<file path="config.mk">
export PLATFORM = sky130hd
export DESIGN_NAME = param_cpu_core
export DESIGN_NICKNAME = d
export VERILOG_FILES = /design/src/rtl/cpu_pkg.sv /design/src/rtl/cpu_alu.sv /design/src/rtl/param_cpu_core.sv
export SDC_FILE = /design/constraint.sdc
export NUM_CORES = 1
export LEC_CHECK = 0
export ABC_CLOCK_PERIOD_IN_PS = 6600
export BUFFER_PORTS_ARGS = -buffer_cell sky130_fd_sc_hd__buf_2
export CORE_ASPECT_RATIO = 0.9
export CORE_MARGIN = 5
export CORE_UTILIZATION = 60
export DETAILED_ROUTE_END_ITERATION = 8
export PLACE_DENSITY = 0.77
export SYNTH_ARGS = -nofsm -noshare
export SYNTH_HDL_FRONTEND = slang
export SYNTH_SLANG_ARGS = --single-unit
</file>
<file path="constraint.sdc">
create_clock -name clk -period 6.6 [get_ports clk]
set_input_delay 0.33 -clock clk [delete_from_list [all_inputs] [get_ports clk]]
set_output_delay 0.33 -clock clk [all_outputs]
set_load 0.05 [all_outputs]
</file>
<file path="src/rtl/cpu_pkg.sv">
// Shared definitions for the parameterised multi-cycle core.
// Opcodes, ALU operation codes, FSM state type and status bit positions.
package cpu_pkg;

  localparam logic [3:0] OP_MVR = 4'h0;
  localparam logic [3:0] OP_LDB = 4'h1;
  localparam logic [3:0] OP_STB = 4'h2;
  localparam logic [3:0] OP_RDS = 4'h3;
  localparam logic [3:0] OP_NOT = 4'h8;
  localparam logic [3:0] OP_AND = 4'h9;
  localparam logic [3:0] OP_ORA = 4'hA;
  localparam logic [3:0] OP_ADD = 4'hB;
  localparam logic [3:0] OP_SUB = 4'hC;
  localparam logic [3:0] OP_XOR = 4'hD;
  localparam logic [3:0] OP_INC = 4'hE;

  // ALU op is the low three bits of an ALU opcode (8..14).
  localparam logic [2:0] ALU_NOT = 3'd0;
  localparam logic [2:0] ALU_AND = 3'd1;
  localparam logic [2:0] ALU_ORA = 3'd2;
  localparam logic [2:0] ALU_ADD = 3'd3;
  localparam logic [2:0] ALU_SUB = 3'd4;
  localparam logic [2:0] ALU_XOR = 3'd5;
  localparam logic [2:0] ALU_INC = 3'd6;

  typedef enum logic [1:0] {
    S_IDLE = 2'd0,
    S_READ = 2'd1,
    S_EXEC = 2'd2,
    S_WB   = 2'd3
  } state_t;

  localparam int ST_CARRY = 0;
  localparam int ST_ZERO  = 1;
  localparam int ST_ILL   = 2;

  function automatic logic is_alu(input logic [3:0] op);
    return op[3] && (op != 4'hF);
  endfunction

  function automatic logic is_illegal(input logic [3:0] op);
    return (op[3:2] == 2'b01) || (op == 4'hF);
  endfunction

endpackage

</file>
<file path="src/rtl/cpu_alu.sv">
// Combinational ALU: op_i selects function, y_o result, c_o carry, z_o zero.
// Ports: op_i[2:0], a_i/b_i operands, y_o result, c_o carry/borrow, z_o.
module cpu_alu
  import cpu_pkg::*;
#(
  parameter int DATA_W = 8
) (
  input  logic [2:0]        op_i,
  input  logic [DATA_W-1:0] a_i,
  input  logic [DATA_W-1:0] b_i,
  output logic [DATA_W-1:0] y_o,
  output logic              c_o,
  output logic              z_o
);

  localparam logic [DATA_W-1:0] ONE = DATA_W'(1);

  logic [DATA_W:0] sum;
  logic [DATA_W:0] dif;

  assign sum = {1'b0, a_i} + {1'b0, b_i};
  // Top bit of the extended difference is the unsigned borrow.
  assign dif = {1'b0, a_i} - {1'b0, b_i};

  always_comb begin
    y_o = '0;
    c_o = 1'b0;
    case (op_i)
      ALU_NOT: y_o = ~a_i;
      ALU_AND: y_o = a_i & b_i;
      ALU_ORA: y_o = a_i | b_i;
      ALU_ADD: begin
        y_o = sum[DATA_W-1:0];
        c_o = sum[DATA_W];
      end
      ALU_SUB: begin
        y_o = dif[DATA_W-1:0];
        c_o = dif[DATA_W];
      end
      ALU_XOR: y_o = a_i ^ b_i;
      ALU_INC: begin
        y_o = a_i + ONE;
        c_o = &a_i;
      end
      default: y_o = '0;
    endcase
  end

  assign z_o = (y_o == '0);

endmodule

</file>
<file path="src/rtl/param_cpu_core.sv">
// Multi-cycle core: IDLE -> READ -> EXEC -> WB, register file and FSM.
// Ports: instr_valid/ready handshake, opcode/rd/rs1/rs2/imm, data_out(+valid), status.
module param_cpu_core
  import cpu_pkg::*;
#(
  parameter  int DATA_W    = 8,
  parameter  int REG_COUNT = 16,
  localparam int RA_W      = $clog2(REG_COUNT)
) (
  input  logic              clk,
  input  logic              rst,
  input  logic              instr_valid,
  output logic              instr_ready,
  input  logic [3:0]        opcode,
  input  logic [RA_W-1:0]   rd,
  input  logic [RA_W-1:0]   rs1,
  input  logic [RA_W-1:0]   rs2,
  input  logic [DATA_W-1:0] imm,
  output logic [DATA_W-1:0] data_out,
  output logic              data_out_valid,
  output logic [2:0]        status
);

  state_t              state_q, state_d;
  logic [3:0]          op_q;
  logic [RA_W-1:0]     rd_q, rs1_q, rs2_q;
  logic [DATA_W-1:0]   imm_q, a_q, b_q;
  logic [DATA_W-1:0]   res_q, res_d;
  logic                c_q, z_q;
  logic [DATA_W-1:0]   rf_q [REG_COUNT];
  logic [DATA_W-1:0]   dout_q;
  logic                dov_q;
  logic [2:0]          st_q;
  logic [DATA_W-1:0]   alu_y;
  logic                alu_c, alu_z;
  logic                wr_en;

  cpu_alu #(.DATA_W(DATA_W)) u_alu (
    .op_i (op_q[2:0]),
    .a_i  (a_q),
    .b_i  (b_q),
    .y_o  (alu_y),
    .c_o  (alu_c),
    .z_o  (alu_z)
  );

  assign instr_ready    = (state_q == S_IDLE);
  assign data_out       = dout_q;
  assign data_out_valid = dov_q;
  assign status         = st_q;

  assign wr_en = (op_q == OP_MVR) || (op_q == OP_LDB) || is_alu(op_q);

  always_comb begin
    state_d = state_q;
    unique case (state_q)
      S_IDLE:  if (instr_valid) state_d = S_READ;
      S_READ:  state_d = S_EXEC;
      S_EXEC:  state_d = S_WB;
      S_WB:    state_d = S_IDLE;
      default: state_d = S_IDLE;
    endcase
  end

  always_comb begin
    res_d = alu_y;
    if (op_q == OP_MVR)      res_d = a_q;
    else if (op_q == OP_LDB) res_d = imm_q;
  end

  always_ff @(posedge clk or posedge rst) begin
    if (rst) begin
      state_q <= S_IDLE;
      op_q    <= '0;
      rd_q    <= '0;
      rs1_q   <= '0;
      rs2_q   <= '0;
      imm_q   <= '0;
      a_q     <= '0;
      b_q     <= '0;
      res_q   <= '0;
      c_q     <= 1'b0;
      z_q     <= 1'b0;
      dout_q  <= '0;
      dov_q   <= 1'b0;
      st_q    <= '0;
      for (int i = 0; i < REG_COUNT; i++) rf_q[i] <= '0;
    end else begin
      state_q <= state_d;
      dov_q   <= 1'b0;
      unique case (state_q)
        S_IDLE: begin
          if (instr_valid) begin
            op_q  <= opcode;
            rd_q  <= rd;
            rs1_q <= rs1;
            rs2_q <= rs2;
            imm_q <= imm;
          end
        end
        // Operands are latched before any write, so rd==rs aliasing is safe.
        S_READ: begin
          a_q <= rf_q[rs1_q];
          b_q <= rf_q[rs2_q];
        end
        S_EXEC: begin
          res_q <= res_d;
          c_q   <= alu_c;
          z_q   <= alu_z;
        end
        S_WB: begin
          if (wr_en) rf_q[rd_q] <= res_q;
          if (is_alu(op_q)) begin
            st_q[ST_CARRY] <= c_q;
            st_q[ST_ZERO]  <= z_q;
          end
          if (op_q == OP_STB) begin
            dout_q <= a_q;
            dov_q  <= 1'b1;
          end
          if (op_q == OP_RDS) begin
            dout_q <= {{(DATA_W-3){1'b0}}, st_q};
            dov_q  <= 1'b1;
          end
          if (is_illegal(op_q)) st_q[ST_ILL] <= 1'b1;
        end
        default: ;
      endcase
    end
  end

endmodule

</file>
==> impl_metrics.ini <==
[synth]
synthArstFlopShare_pct = 100
synth_area_leader_cell = dfrtp_1
synth_top_cell_area_share_pct = 44.5
synth_cells = 819
synth_common_cells = dfrtp_1 (192), mux2_2 (158), mux4_2 (80)
yosysWarnings = 0
synth_seq_area_share_pct = 44.5
ys_ff_latch = 192
synth.distinct_cells = 63
syn_nets = 877
synthTopCellsByArea = dfrtp_1 (45%), mux4_2 (17%), mux2_2 (16%)
synth_most_common_cell = dfrtp_1
syn_area_um2 = 10800
syn_area_per_cell_um2 = 13.2
ys.flop_type = dfrtp_1
synth_edf_count = 0

[worst_setup_path]
regToRegStartpoint = a_q[3]$_DFFE_PP0N_
crit_arrival_ps = 3300
cp.required_ps = 6850
reg2regPathDepth = 9
path_max_fanout = 12
crit_path_end_kind = flop
crit_type = flop to flop
reg2reg_to = res_q[7]$_DFFE_PP0P_
crit_start = a_q[3]$_DFFE_PP0N_
start_kind = flop
r2r_slack_ps = 3550

[worst_hold_path]
hold_path_class = input port to async pin

[pwr]
fin_total_pwr_mw = 5.91
power_density_nw_per_um2 = 504
pwr-share-clk_pct = 18.0
switching_power_mw = 2.39
switching_share_pct = 40.5
p_leak_nw = 5.19
intPower_mw = 3.51
p_seq_share_pct = 39.6
ir_worst_vdd_mv = 0.367
p_comb_share_pct = 42.4

[grt]
grt_max_degree = 105
grt_antenna_before_repair = 0
grt_pass1_wl_mm = 43.0
grt_pass1_vias = 7626
grt_use_total_pct = 27.1
grt_overflow = 0

[floorplanning]
fp.dieW_um = 151
fp.dieH_um = 137
ios = 40
core_area_um2 = 17700
rows = 46
die_area_um2 = 20800
start_util_pct = 61.1

[cells_and_area]
syn2layout_area_growth_pct = 8.55
n_antenna_cell = 0
finalNetCount = 885
drive_gt1_share_pct = 39.3
fillers = 1240

[sta]
final-hold-violation-count = 3
holdWs_ps = -40.5
clock_skew_ps = 15.5
period_share_pct = 46.3
fin_crit_ps = 3050
timing.fmax_mhz = 328
drv_slew = 0
layout_setup_ws_ps = 3550
finalSetupTns_ps = 0
setup_violations = 0
tightest_slew_ps = 1210
max_slew_margin_pct = 18.8
rsz0062_at_grt = no

[detailed_routing]
viasPerCell = 6.59
first_iter_violations = 511
postRouteWirelength_mm = 26.6
dr.pass1.iters = 5
drtAntennaViolNets = 0
drt-wirelength-per-cell_um = 24.7
vias = 7119
drc = 0

[place]
hpwl_mm = 18.7
place.gp.congestion = 0.900
place_ws_ps = 3650
io_buffers = 39

[clock_tree]
ctsResizeCount = 0
cts.clk_slew.worst_paths_ps = 80
cts_root_buf = clkbuf_16
cts_buffer_depth = 2
cts_sinks = 192
htreeDepth = 4
cts_hold_buf = 0
cts_buffers = 17
cts_tree = yes
clkLatencyLatePin_ps = 440
postCtsSetupBuffers = 0

[flow_run]
max_cap_viol_count = 0

[outcome]
failed_checks = negative hold slack
status = finished, violations left
## sequential cells by signal, indices dropped and copies added, names as in the netlist, 4 cells and up
name	flops
a_q	8
b_q	8
data_out	8
imm_q	8
op_q	4
rd_q	4
res_q	8
rf_q	128
rs1_q	4
rs2_q	4
## layer usage
| layer | share of wire (%) | up-vias | track usage, % |
|---|---|---|---|
| met2 | 51 | 251 | 45.2 |
| met1 | 42 | 3746 | 37.3 |
| met4 | 1.8 | 0 | 7.50 |
| li1 | - | 3088 | - |
| met5 | 0 | - | 0 |
| met3 | 4.9 | 34 | 4.61 |
## cell usage in the layout (no fill, tap or decap), types with 7 or more instances in the layout
cell type / count
a21oi_1: 15
buf_2: 39
clkbuf_16: 17
dfrtp_1: 188
ha_1: 29
inv_1: 32
mux2_2: 158
mux2i_1: 12
mux4_2: 80
nand2_1: 37
nand2b_1: 8
nand3_1: 15
nor2_1: 44
nor3_1: 7
o21ai_0: 26
xnor2_1: 8
## cell type report
class	instances	area, um^2	share of cell area, %
clock buffers	17	425	3.63
flip-flops and latches	192	4810	41.1
well taps	240	300	2.56
clock inverters	15	188	1.60
inverters	33	131	1.12
repair buffers	44	233	1.99
multi-input cells	539	5630	48.0
## cell families after synthesis
logic type,Yosys count,synth area share (%)
multiplexers,250,34.3
flip-flops,192,44.5
AND/OR/NAND/NOR,143,6.54
AO/OA/AOI/OAI,106,6.83
buffers and inverters,88,3.34
adder cells (fa/ha/maj),31,3.73
XOR/XNOR,9,0.731
## how the worst max path moves through the flow
stage	endpoint	cells after the start	slack (ps)
3_3_place_gp	res_q[7]$_DFFE_PP0P_	9	3630
2_1_floorplan	a_q[0]$_DFFE_PP0N_	1	1040
3_5_place_dp	z_q$_DFFE_PP0P_	9	3650
6_report	res_q[7]$_DFFE_PP0P_	9	3550
5_1_grt	res_q[3]$_DFFE_PP0P_	9	3310
4_1_cts	res_q[7]$_DFFE_PP0P_	9	3610
## worst max-delay path, stage by stage, from the launching register on
cell and delay, ps:
dfrtp_1 540, inv_1 150, ha_1 540, nand2b_1 160, a21oi_1 60, a211o_1 310, a221o_1 320, and3_1 200
o32ai_1 450, a31oi_1 160
## per-stage QoR
| stage | cell area [um^2] | utilization, % | std cells |
|---|---|---|---|
| final | 11700 | 66.3 | 1080 |
| after global routing | 11700 | 66.3 | 1080 |
| after CTS | 11700 | 66.3 | 1080 |
| after detailed placement | 11100 | 62.8 | 1048 |
| after global placement | 11100 | 62.8 | 1048 |
| after floorplan | 10800 | - | 819 |
## power by group through the flow
stage,Clock (mW),Sequential [mW],Combinational [mW]
4_1_cts,1.07,2.33,2.51
5_1_grt,1.12,2.41,2.71
2_1_floorplan,0,1.98,2.15
6_report,1.06,2.34,2.51
3_5_place_dp,0,2.35,2.49
3_3_place_gp,0,2.28,2.42
(Power assumes the default switching activity.)
